$ cat src/rtl/ps2_cmd_ctrl.sv
// PS/2 host-to-device command sequencer: inhibit, request-to-send, 11-bit
// transmit with ACK check, then reception and checking of the device reply.
`timescale 1ns/1ps
module ps2_cmd_ctrl #(
  parameter int INHIBIT_CYC = 5000,
  parameter int TIMEOUT_CYC = 1000000,
  parameter int CNT_W       = 20
) (
  input  logic       iCLK_50,
  input  logic       iRST,
  input  logic [7:0] iCMD_DATA,
  input  logic       iCMD_VALID,
  output logic       oCMD_READY,
  input  logic       PS2_CLK_IN,
  input  logic       PS2_DAT_IN,
  output logic       oCLK_OE,
  output logic       oDAT_OE,
  output logic       oRX_BLOCK,
  output logic       oDONE,
  output logic       oERR,
  output logic [1:0] oERR_CODE,
  output logic [7:0] oRESP
);

  localparam logic [2:0] S_IDLE     = 3'd0;
  localparam logic [2:0] S_INHIBIT  = 3'd1;
  localparam logic [2:0] S_REQ      = 3'd2;
  localparam logic [2:0] S_TX       = 3'd3;
  localparam logic [2:0] S_ACK      = 3'd4;
  localparam logic [2:0] S_WAITIDLE = 3'd5;
  localparam logic [2:0] S_RX       = 3'd6;
  localparam logic [2:0] S_FINISH   = 3'd7;

  localparam logic [1:0] E_OK      = 2'd0;
  localparam logic [1:0] E_TIMEOUT = 2'd1;
  localparam logic [1:0] E_NOACK   = 2'd2;
  localparam logic [1:0] E_FRAME   = 2'd3;

  logic [2:0]       state_q, state_d;
  logic [CNT_W-1:0] cnt_q, cnt_d;
  logic [3:0]       bit_q, bit_d;
  logic [9:0]       tx_sh_q, tx_sh_d;
  logic             tx_oe_q, tx_oe_d;
  logic [9:0]       rx_sh_q, rx_sh_d;
  logic             idle_q, idle_d;
  logic [1:0]       code_q, code_d;
  logic [7:0]       resp_q, resp_d;
  logic [2:0]       clk_sync_q;
  logic [1:0]       dat_sync_q;

  logic             fall, clk_s, dat_s, watch, timeout, rx_ok;
  logic [CNT_W-1:0] cnt_inc;
  logic [10:0]      rx_word;

  // [0] first sync flop, [1] synchronized level, [2] previous synchronized level
  assign clk_s   = clk_sync_q[1];
  assign dat_s   = dat_sync_q[1];
  assign fall    = clk_sync_q[2] & ~clk_sync_q[1];
  assign cnt_inc = cnt_q + 1'b1;
  assign timeout = (cnt_inc == CNT_W'(TIMEOUT_CYC));
  assign watch   = (state_q == S_REQ) || (state_q == S_TX) || (state_q == S_ACK) ||
                   (state_q == S_WAITIDLE) || (state_q == S_RX);

  // Frame as it stands once the current fall is included: [0] start ... [10] stop
  assign rx_word = {dat_s, rx_sh_q};
  assign rx_ok   = ~rx_word[0] & rx_word[10] & (^rx_word[9:1]);

  always_comb begin
    // NOTE: every next-state signal gets a default first so no path leaves it unassigned (no latches).
    state_d = state_q;
    cnt_d   = cnt_q;
    bit_d   = bit_q;
    tx_sh_d = tx_sh_q;
    tx_oe_d = tx_oe_q;
    rx_sh_d = rx_sh_q;
    idle_d  = idle_q;
    code_d  = code_q;
    resp_d  = resp_q;

    if (watch) cnt_d = fall ? '0 : cnt_inc;

    case (state_q)
      S_IDLE: begin
        if (iCMD_VALID) begin
          tx_sh_d = {1'b1, ~^iCMD_DATA, iCMD_DATA};
          cnt_d   = '0;
          state_d = S_INHIBIT;
        end
      end
      S_INHIBIT: begin
        if (cnt_q == CNT_W'(INHIBIT_CYC - 1)) begin
          cnt_d   = '0;
          state_d = S_REQ;
        end else begin
          cnt_d = cnt_inc;
        end
      end
      S_REQ: begin
        tx_oe_d = 1'b1;
        bit_d   = '0;
        state_d = S_TX;
      end
      S_TX: begin
        if (fall) begin
          tx_oe_d = ~tx_sh_q[0];
          tx_sh_d = {1'b0, tx_sh_q[9:1]};
          bit_d   = bit_q + 1'b1;
          if (bit_q == 4'd9) state_d = S_ACK;
        end
      end
      S_ACK: begin
        if (fall) begin
          if (!dat_s) begin
            idle_d  = 1'b0;
            state_d = S_WAITIDLE;
          end else begin
            code_d  = E_NOACK;
            state_d = S_FINISH;
          end
        end
      end
      S_WAITIDLE: begin
        if (clk_s && dat_s) begin
          idle_d = 1'b1;
          if (idle_q) begin
            bit_d   = '0;
            state_d = S_RX;
          end
        end else begin
          idle_d = 1'b0;
        end
      end
      S_RX: begin
        if (fall) begin
          rx_sh_d = rx_word[10:1];
          bit_d   = bit_q + 1'b1;
          if (bit_q == 4'd10) begin
            code_d  = rx_ok ? E_OK : E_FRAME;
            resp_d  = rx_word[8:1];
            state_d = S_FINISH;
          end
        end
      end
      default: state_d = S_IDLE;
    endcase

    // A fall in the threshold cycle has already cleared the counter and wins.
    if (watch && !fall && timeout) begin
      code_d  = E_TIMEOUT;
      state_d = S_FINISH;
    end
  end

  always_ff @(posedge iCLK_50 or posedge iRST) begin
    if (iRST) begin
      state_q    <= S_IDLE;
      cnt_q      <= '0;
      bit_q      <= '0;
      tx_sh_q    <= '0;
      tx_oe_q    <= 1'b0;
      rx_sh_q    <= '0;
      idle_q     <= 1'b0;
      code_q     <= E_OK;
      resp_q     <= '0;
      clk_sync_q <= 3'b111;
      dat_sync_q <= 2'b11;
    end else begin
      // NOTE: sequential state uses non-blocking assignment so all flops update together.
      state_q    <= state_d;
      cnt_q      <= cnt_d;
      bit_q      <= bit_d;
      tx_sh_q    <= tx_sh_d;
      tx_oe_q    <= tx_oe_d;
      rx_sh_q    <= rx_sh_d;
      idle_q     <= idle_d;
      code_q     <= code_d;
      resp_q     <= resp_d;
      clk_sync_q <= {clk_sync_q[1:0], PS2_CLK_IN};
      dat_sync_q <= {dat_sync_q[0], PS2_DAT_IN};
    end
  end

  // Pin enables decode from state so reset and FINISH release the bus at once.
  assign oCMD_READY = (state_q == S_IDLE);
  assign oRX_BLOCK  = (state_q != S_IDLE);
  assign oCLK_OE    = (state_q == S_INHIBIT) || (state_q == S_REQ);
  assign oDAT_OE    = (state_q == S_REQ) || ((state_q == S_TX) && tx_oe_q);
  assign oDONE      = (state_q == S_FINISH);
  assign oERR       = (code_q != E_OK);
  assign oERR_CODE  = code_q;
  assign oRESP      = resp_q;

endmodule

$ cat config.mk
export PLATFORM = sky130hd
export DESIGN_NAME = ps2_cmd_ctrl
export DESIGN_NICKNAME = d
export VERILOG_FILES = /design/src/rtl/ps2_cmd_ctrl.sv
export SDC_FILE = /design/constraint.sdc
export NUM_CORES = 1
export LEC_CHECK = 0
export CAP_MARGIN = 20
export CELL_PAD_IN_SITES_DETAIL_PLACEMENT = 1
export CELL_PAD_IN_SITES_GLOBAL_PLACEMENT = 1
export CORE_ASPECT_RATIO = 0.6
export CORE_MARGIN = 4
export CORE_UTILIZATION = 41
export DETAILED_ROUTE_END_ITERATION = 7
export GPL_TIMING_DRIVEN = 0
export PLACE_DENSITY = 0.85
export SYNTH_ARGS = -nofsm -noshare
export SYNTH_HDL_FRONTEND = slang
export SYNTH_SLANG_ARGS = --single-unit
$ cat constraint.sdc
create_clock -name iCLK_50 -period 2.55 [get_ports iCLK_50]
set_input_delay 0.51 -clock iCLK_50 [delete_from_list [all_inputs] [get_ports iCLK_50]]
set_output_delay 0.51 -clock iCLK_50 [all_outputs]
set_load 0.1 [all_outputs]
# After elaboration in Yosys (flattened, before gate mapping)

Index checks and enable logic that the tools add are counted.

Register bits after elaboration: 64
Input port bits: 13
Output and inout port bits: 16

Reduce and logical (&&, ||, !) cells: 30
Bitwise logic cells: 6
Add/sub/neg operators: 2
Mux-type cells: 37
Equal/unequal tests: 28

Operators by type and width:

| operator                | number |
|---|---|
| $mux W20                | 4 |
| $pmux W20 S2            | 1 |
| $mux W3                 | 10 |
| $pmux W3 S7             | 1 |
| $add A20 B1 Y20 const B | 1 |
| $eq A20 B13 Y1 const B  | 1 |
| $eq A20 B20 Y1 const B  | 1 |
| $mux W10                | 2 |
| $pmux W10 S2            | 1 |
| $ne A3 B2 Y1 const B    | 6 |
| $mux W2                 | 7 |
| $eq A3 B3 Y1 const B    | 4 |
| $mux W4                 | 3 |
| $pmux W4 S3             | 1 |
| $ne A2 B2 Y1 const B    | 5 |
| $ne A3 B1 Y1 const B    | 3 |
| $reduce_and A3 Y1       | 3 |
| $reduce_and A9 Y1       | 1 |
| $reduce_bool A3 Y1      | 3 |
| $reduce_xor A9 Y1       | 1 |
| $eq A4 B4 Y1 const B    | 2 |
| $reduce_bool A2 Y1      | 4 |
| $reduce_xnor A8 Y1      | 1 |
| $eq A3 B2 Y1 const B    | 2 |
| other kinds (17)        | 35 |

# Depth between registers and ports, before layout

Gate-level depths: netlist of the first run.

Depth in word-level cells: 9
Depth in mapped cells: 9

# Worst setup path after synthesis of the first run

No wires, ideal clock.

Path kind: reg2out
From: reg state_q[0]
To: out oDAT_OE
Data required time: 2.040 ns
Stages on the path, launching flop included: 3
Path slack: -0.802 ns
Buffers on the path: 1
Arrival: 2.842 ns
Path through: dfrtp_1 > buf_1 > a211oi_1

Word-level cells in the longest chain between the ends: 3
Elaborated cells between the ends (all ways): 4
Those cells by class: 2 x eq/ne; 2 x reduce/logical

Ends and longest elaborated chain:

| element                  | RTL line | text |
|---|---|---|
| start: declaration       | 39       | `logic [2:0] state_q, state_d;` |
| start signal: assignment | 169      | `state_q <= state_d;` |
| $eq A3 B2 Y1             | 187      | `assign oDAT_OE = (state_q == S_REQ) \|\| ((state_q == S_TX) && tx_oe_q);` |
| $logic_and A1 B1 Y1      | 187      |  |
| $logic_or A1 B1 Y1 *     | 187      |  |
| end: declaration         | 17       | `output logic oDAT_OE,` |

Mark *: on every way between the ends. The rest lies on a longest branch, timed or not.

# Worst setup path after layout of the first run

From: reg cnt_q[13]
To: reg cnt_q[12]

Word-level cells in the longest chain between the ends: 3

Ends and longest elaborated chain:

| element                  | RTL line | text |
|---|---|---|
| start: declaration       | 40       | `logic [CNT_W-1:0] cnt_q, cnt_d;` |
| start signal: assignment | 170      | `cnt_q <= cnt_d;` |
| $eq A20 B13 Y1           | 91       | `if (cnt_q == CNT_W'(INHIBIT_CYC - 1)) begin` |
| $mux W20                 | 91       |  |
| $pmux W20 S2             | 82       | `case (state_q)` |
| named net cnt_d[12]      | 40       |  |

The timed path passes the listed nets, and every way through them passes these cells.
A chain may end at the register's enable or synchronous reset.

==> flow_summary.toml, run 1 <==
[job]
cap_violations = 0

[synth]
synth_ff_type = "dfrtp_1"
synth_top_family_by_area = "simple AND/OR/NAND/NOR gates"
synth_edf_count = 0
async_reset_ff_share_pct = 100
synth_seq_cells = 64
ys_warn_count = 0
synthAdderAreaFrac_pct = 2.36
synth.area.mux_share_pct = 6.18
ys_seq_area_share_pct = 44.6
synth_area_per_cell_um2 = 9.32
synth_compound_area_share_pct = 15.3
ys_types = 59
synth_nets = 406
syn_inst = 387
syn_area_um2 = 3610
synth-simple-area-share_pct = 21.7
synth_xor_area_share_pct = 5.48

[power_and_ir_drop]
p_sw_w = 0.00241
power_density_nw_per_um2 = 1200
irDropWorstVdd_uv = 701
switching_share_pct = 43.1
p_leak_nw = 1.97
p_int_w = 0.00318
combPwrFrac_pct = 50.7
seqPwrFrac_pct = 24.9
clockPowerShare_pct = 24.4

[sta]
period_needed_ns = 2.52
finClkSkew_ns = 0.00649
fin_tns_setup_ns = 0
worst_slew_pin_slew_ns = 0.983
drv_slew = 0
max_freq_mhz = 397
rsz0062_at_grt = "true"
post-route-period-util_pct = 98.8
whs_ns = 0.355
relSlewSlack_pct = 34.2
hold_viol = 0
finalSetupViolCount = 0

[layout]
layout_commonest_cell = "dfrtp_1"
drive_gt1_share_pct = 22.8
final_util_pct = 54.6
syn_to_final_growth_pct = 28.9
final_area_um2 = 4650
most-common-layout-cells = "dfrtp_1, nand2_1, nor2_1"
instances_no_fill = 559
final-seq-area_um2 = 1610
nFillCells = 984
fin_nets = 461
n_antenna_cell = 0
multi_input_comb_area_um2 = 1940

[floorplanning]
die_h_um = 80.6
ioPinCount = 29
coreArea_um2 = 8520
dieArea_um2 = 10400
die_w_um = 129
start_util_pct = 42.3
fp-row-count = 26

[global_route]
grt_pass1_wl_um = 18700
grt_max_degree = 42
grt_usage_pct = 23.6
grt_pass1_vias = 3538
antenna_found_initial = 0
grt_overflow_total = 0

[worst_setup_path]
rrSetupSlack_ns = 0.03
critPathBufInv = 1
max_stage_delay_ns = 0.53
critPathLaunch = "cnt_q[13]$_DFF_PP0_"
critPathLaunchType = "flop"
path_max_fanout = 2
cp.depth = 7
crit_slowest_cell = "or4_4"
end_kind = "flop"
cp_cell_sequence = "or4_4, or4_4, o311ai_4, nand2_2, buf_6, and3_4, a221o_1"
reg2reg_from = "cnt_q[13]$_DFF_PP0_"
required_ns = 2.77
cpMostUsedCell = "or4_4"
reg2reg_to = "cnt_q[12]$_DFF_PP0_"
path_class = "flop to flop"
rr_worst_depth = 7
arrival_ns = 2.74
cp-endpoint = "cnt_q[12]$_DFF_PP0_"
cp_top_family = "simple AND/OR/NAND/NOR gates"

[clock_network]
clock_path_buffers = 2
htreeDepth = 3
path_clk_slew_ns = 0.06
cts_made_buffers = 9
clock_sinks = 64
cts_tree = "done"
root_buffer = "clkbuf_16"
clock_latency_ns = 0.34

[place]
placedCellCount = 528
routabilityCongestion = 0.886
placed_cell_area_um2 = 4060
dpl.hpwl_um = 7390
portBuffers = 28

[worst_hold_path]
hp-start = "clk_sync_q[0]$_DFF_PP1_"
hold_path.class = "flop to flop"

[routing]
drt_iter0_markers = 299
viasPerCell = 5.85
ant_nets = 0
vias = 3271
drc = 0
post_drt_wl_per_cell_um = 20.2
wirelength_um = 11300
dr.pass1.iters = 5

[status]
status = "finished, final reports clean"
==> layout make-up <==
type	instances	area share, %
Buffer	17	1.94
Tap cell	112	3.01
Timing Repair Buffer	47	10.4
Clock buffer	11	5.22
Sequential cell	64	34.7
Inverter	16	1.29
Multi-Input combinational cell	287	41.8
Clock inverter	5	1.72
==> synth_stat cells (5+ instances only) <==
cell type,number,area (µm²)
a21oi_1,16,80.1
nor4_1,6,37.5
nand2b_1,5,31.3
inv_1,15,56.3
a31oi_1,20,125
nor2_1,32,120
o21ai_0,17,85.1
clkbuf_1,14,52.6
mux2_2,18,203
dfrtp_1,59,1480
nor2b_1,7,43.8
nand3b_1,5,37.5
ha_1,6,75.1
nand4_1,8,50.1
and3_1,6,37.5
nand2_1,46,173
nand3_1,16,80.1
xnor2_1,17,149
dfstp_2,5,131
==> power by group through the flow <==
| stage | clock (W) | sequential (W) | combinational, W |
|---|---|---|---|
| 2_1_floorplan | 0 | 0.00141 | 0.00173 |
| 6_report | 0.00136 | 0.00139 | 0.00283 |
| 3_5_place_dp | 0 | 0.00140 | 0.00237 |
| 4_1_cts | 0.00138 | 0.00138 | 0.00276 |
| 5_1_grt | 0.00143 | 0.00141 | 0.00306 |
| 3_3_place_gp | 0 | 0.00138 | 0.00227 |
==> registers in the layout (all words and copies together) (netlist names) <==
signal	cells
rx_sh_q	10
state_q	3
cnt_q	20
tx_sh_q	10
idle_q	1
clk_sync_q	3
oRESP	8
bit_q	4
oERR_CODE	2
dat_sync_q	2
tx_oe_q	1
==> kinds of logic after synthesis <==
group,Yosys count
flip-flops,64
AND/OR/NAND/NOR,156
buffers and inverters,36
multiplexers,20
AO/OA/AOI/OAI,83
adder cells (fa/ha/maj),7
XOR/XNOR,21
==> metal layers <==
layer  GRT usage, %  vias to the layer above  routed length, µm  part of all wire [%]
li1               -                     1484                  -                     -
met1           30.4                     1671               5090                    45
met2           38.6                      101               5350                    47
met3           6.64                       15                744                   6.6
met4           7.23                        0                117                   1.0
met5              0                        -                  0                     0
==> worst min path at each step <==
stage                                    to  slack (ns)  cells past startpoint
floorplan           clk_sync_q[1]$_DFF_PP1_        0.35                      0
global placement    dat_sync_q[1]$_DFF_PP1_        0.35                      0
detailed placement  clk_sync_q[1]$_DFF_PP1_        0.35                      0
CTS                 clk_sync_q[1]$_DFF_PP1_        0.36                      0
global route        clk_sync_q[1]$_DFF_PP1_        0.36                      0
finish              clk_sync_q[1]$_DFF_PP1_        0.35                      0
==> stage by stage <==
stage          total power, W  setup slack [ns]
5_1_grt               0.00590           -0.0512
3_5_place_dp          0.00377            -0.475
4_1_cts               0.00552           -0.0457
2_1_floorplan         0.00313             0.103
6_report              0.00558            0.0296
3_3_place_gp          0.00366            -0.751
==> timing repair <==
item / 4_1_cts / 5_1_grt
buffers inserted: 15 / 2
resized for setup: 47 / 11
setup endpoints to repair: 38 / 37
hold buffers: 0 / 0
pin swaps: 16 / 9
gates cloned: 1 / 0
Note: power is estimated with default switching activity, not from simulation.
==> run 2, diff against run 1 <==
GPL_TIMING_DRIVEN = unset   (was 0)
==> run 2 against run 1 <==
  * Clock power about the same
  * Combinational power decreased by 9.2%
  * Clock skew increased by 0.0011 ns
  * Total power decreased by 4.0%
  * Fmax decreased by 0.49%
  * Critical endpoint unchanged
  * Global-route usage decreased by 0.88 points
  * Worst hold slack improved by 0.0021 ns
  * Largest power group unchanged
  * Die area unchanged
  * Final area decreased by 1.0%
  * Clock-buffer cell count decreased by 2
  * Highest routed layer unchanged
  * First-iteration DRC count decreased by 6.4%
  * Sequential power about the same
==> flow_summary.toml, run 2 (synthesis results as in run 1) <==
[status]
status = "finished, final reports clean"

[clock_network]
clock_sinks = 64
cts.hold.buffers_added = 0
cts_tree = "done"
cts_made_buffers = 9
clock_latency_ns = 0.34
path_clk_slew_ns = 0.06
clock_path_buffers = 2
htreeDepth = 3
root_buffer = "clkbuf_16"

[global_route]
grt_usage_pct = 22.7
antenna_found_initial = 0
grt_max_degree = 35
grt_pass1_vias = 3408
grt_pass1_wl_um = 18100
grt_overflow_total = 0

[layout]
syn_to_final_growth_pct = 27.6
fin_nets = 462
most-common-layout-cells = "dfrtp_1, nand2_1, buf_4"
largest_register_ffs = 20
layout_commonest_cell = "dfrtp_1"
largestRegisters = "cnt_q x20, rx_sh_q x10, tx_sh_q x10"
final_util_pct = 54.0
n_antenna_cell = 0
top_register = "cnt_q"
drive_gt1_share_pct = 24.3

[routing]
drt_iter0_markers = 280
ant_nets = 0
dr.pass1.iters = 4
drc = 0
viasPerCell = 5.76
post_drt_wl_per_cell_um = 19.6
wirelength_um = 11000
vias = 3228

[sta]
period_needed_ns = 2.53
whs_ns = 0.357
worst_slack_ns = 0.0173
post-route-period-util_pct = 99.3
hold_viol = 0
worst_slew_pin_slew_ns = 0.577
drv_slew = 0
finClkSkew_ns = 0.00763
finalSetupViolCount = 0
relSlewSlack_pct = 61.5
max_freq_mhz = 395
rsz0062_at_grt = "true"

[power_and_ir_drop]
irDropWorstVdd_uv = 470
power_density_nw_per_um2 = 1170
p_leak_nw = 2.04

[floorplanning]
fp-row-count = 26
start_util_pct = 42.3
ioPinCount = 29
die_w_um = 129
die_h_um = 80.6
coreArea_um2 = 8520
dieArea_um2 = 10400

[worst_setup_path]
arrival_ns = 2.75
end_kind = "flop"
path_class = "flop to flop"
critPathLaunchType = "flop"
path_max_fanout = 4
required_ns = 2.77

[place]
portBuffers = 28
pre_cts_slack_ns = 0.0149
dpl.hpwl_um = 7790
routabilityCongestion = 0.958

[worst_hold_path]
hold_path.class = "flop to flop"

[job]
cap_violations = 0
-- run 2: cell count changes in the layout (fill, tap and decap cells not counted), sizes merged, moves of 2 or more --
cell | before | now
clkdlybuf4s50 | 22 | 12
clkdlybuf4s15 | 3 | 0
buf | 24 | 53
clkinvlp | 2 | 0
clkinv | 2 | 4
inv | 15 | 17
clkbuf | 23 | 9
-- run 2: what timing repair did --
| item | CTS | global route |
|---|---|---|
| endpoints found under the setup margin | 2 | 16 |
| setup buffers | 0 | 2 |
| pin swaps | 0 | 2 |
| gates resized for setup | 1 | 5 |
-- run 2: routing by layer --
layer  vias to the layer above  wire (µm)  track usage, %
met4                         0        100            5.87
met2                       107       4910            34.7
met1                      1614       5070            31.4
met5                         -          0               0
met3                        11        868            6.84
li1                       1496          -               -
-- run 2: cell type report --
class / instances / area, µm²
Fill cell: 981 / 3920
Multi-Input combinational cell: 287 / 1860
Clock inverter: 7 / 104
Clock buffer: 9 / 225
Tap cell: 112 / 140
Timing Repair Buffer: 65 / 601
Sequential cell: 64 / 1610
Inverter: 16 / 60.1
-- run 2: final timing paths --
| check | start | end | slack [ns] | depth (start not counted) |
|---|---|---|---|---|
| max in group asynchronous | iRST | tx_sh_q[7]$_DFFE_PP0P_ | 1.40 | 3 |
| min in group asynchronous | iRST | oERR_CODE[1]$_DFFE_PP0P_ | 0.56 | 2 |
| worst min register to register | dat_sync_q[0]$_DFF_PP1_ | dat_sync_q[1]$_DFF_PP1_ | 0.36 | 0 |
| worst max-delay path | cnt_q[15]$_DFF_PP0_ | cnt_q[12]$_DFF_PP0_ | 0.02 | 6 |
| worst max register to register | cnt_q[15]$_DFF_PP0_ | cnt_q[12]$_DFF_PP0_ | 0.02 | 6 |
| worst min-delay path | dat_sync_q[0]$_DFF_PP1_ | dat_sync_q[1]$_DFF_PP1_ | 0.36 | 0 |
-- run 2: power by group --
group	internal, W	switching (W)	leakage [nW]
Combinational	0.000965	0.00160	1.05
Clock	0.000867	0.000501	0.161
Sequential	0.00122	0.000201	0.829
Total	0.00305	0.00231	2.04
-- run 2: worst max-delay path: stages, from the launching register on --
cell and delay (ns):
dfrtp_1 0.38, or4_4 0.55, or4_4 0.51, o311ai_4 0.36, nand2_2 0.14, and3_2 0.22, a221o_1 0.26
-- run 2: stage by stage --
step | power (W) | area (µm²) | setup TNS [ns] | instances
finish | 0.00536 | 4600 | 0 | 560
CTS | 0.00531 | 4560 | 0 | 557
global placement | 0.00374 | 4230 | 0 | 541
floorplan | 0.00313 | 3620 | 0 | 387
global route | 0.00566 | 4600 | -0.219 | 560
detailed placement | 0.00387 | 4230 | 0 | 541
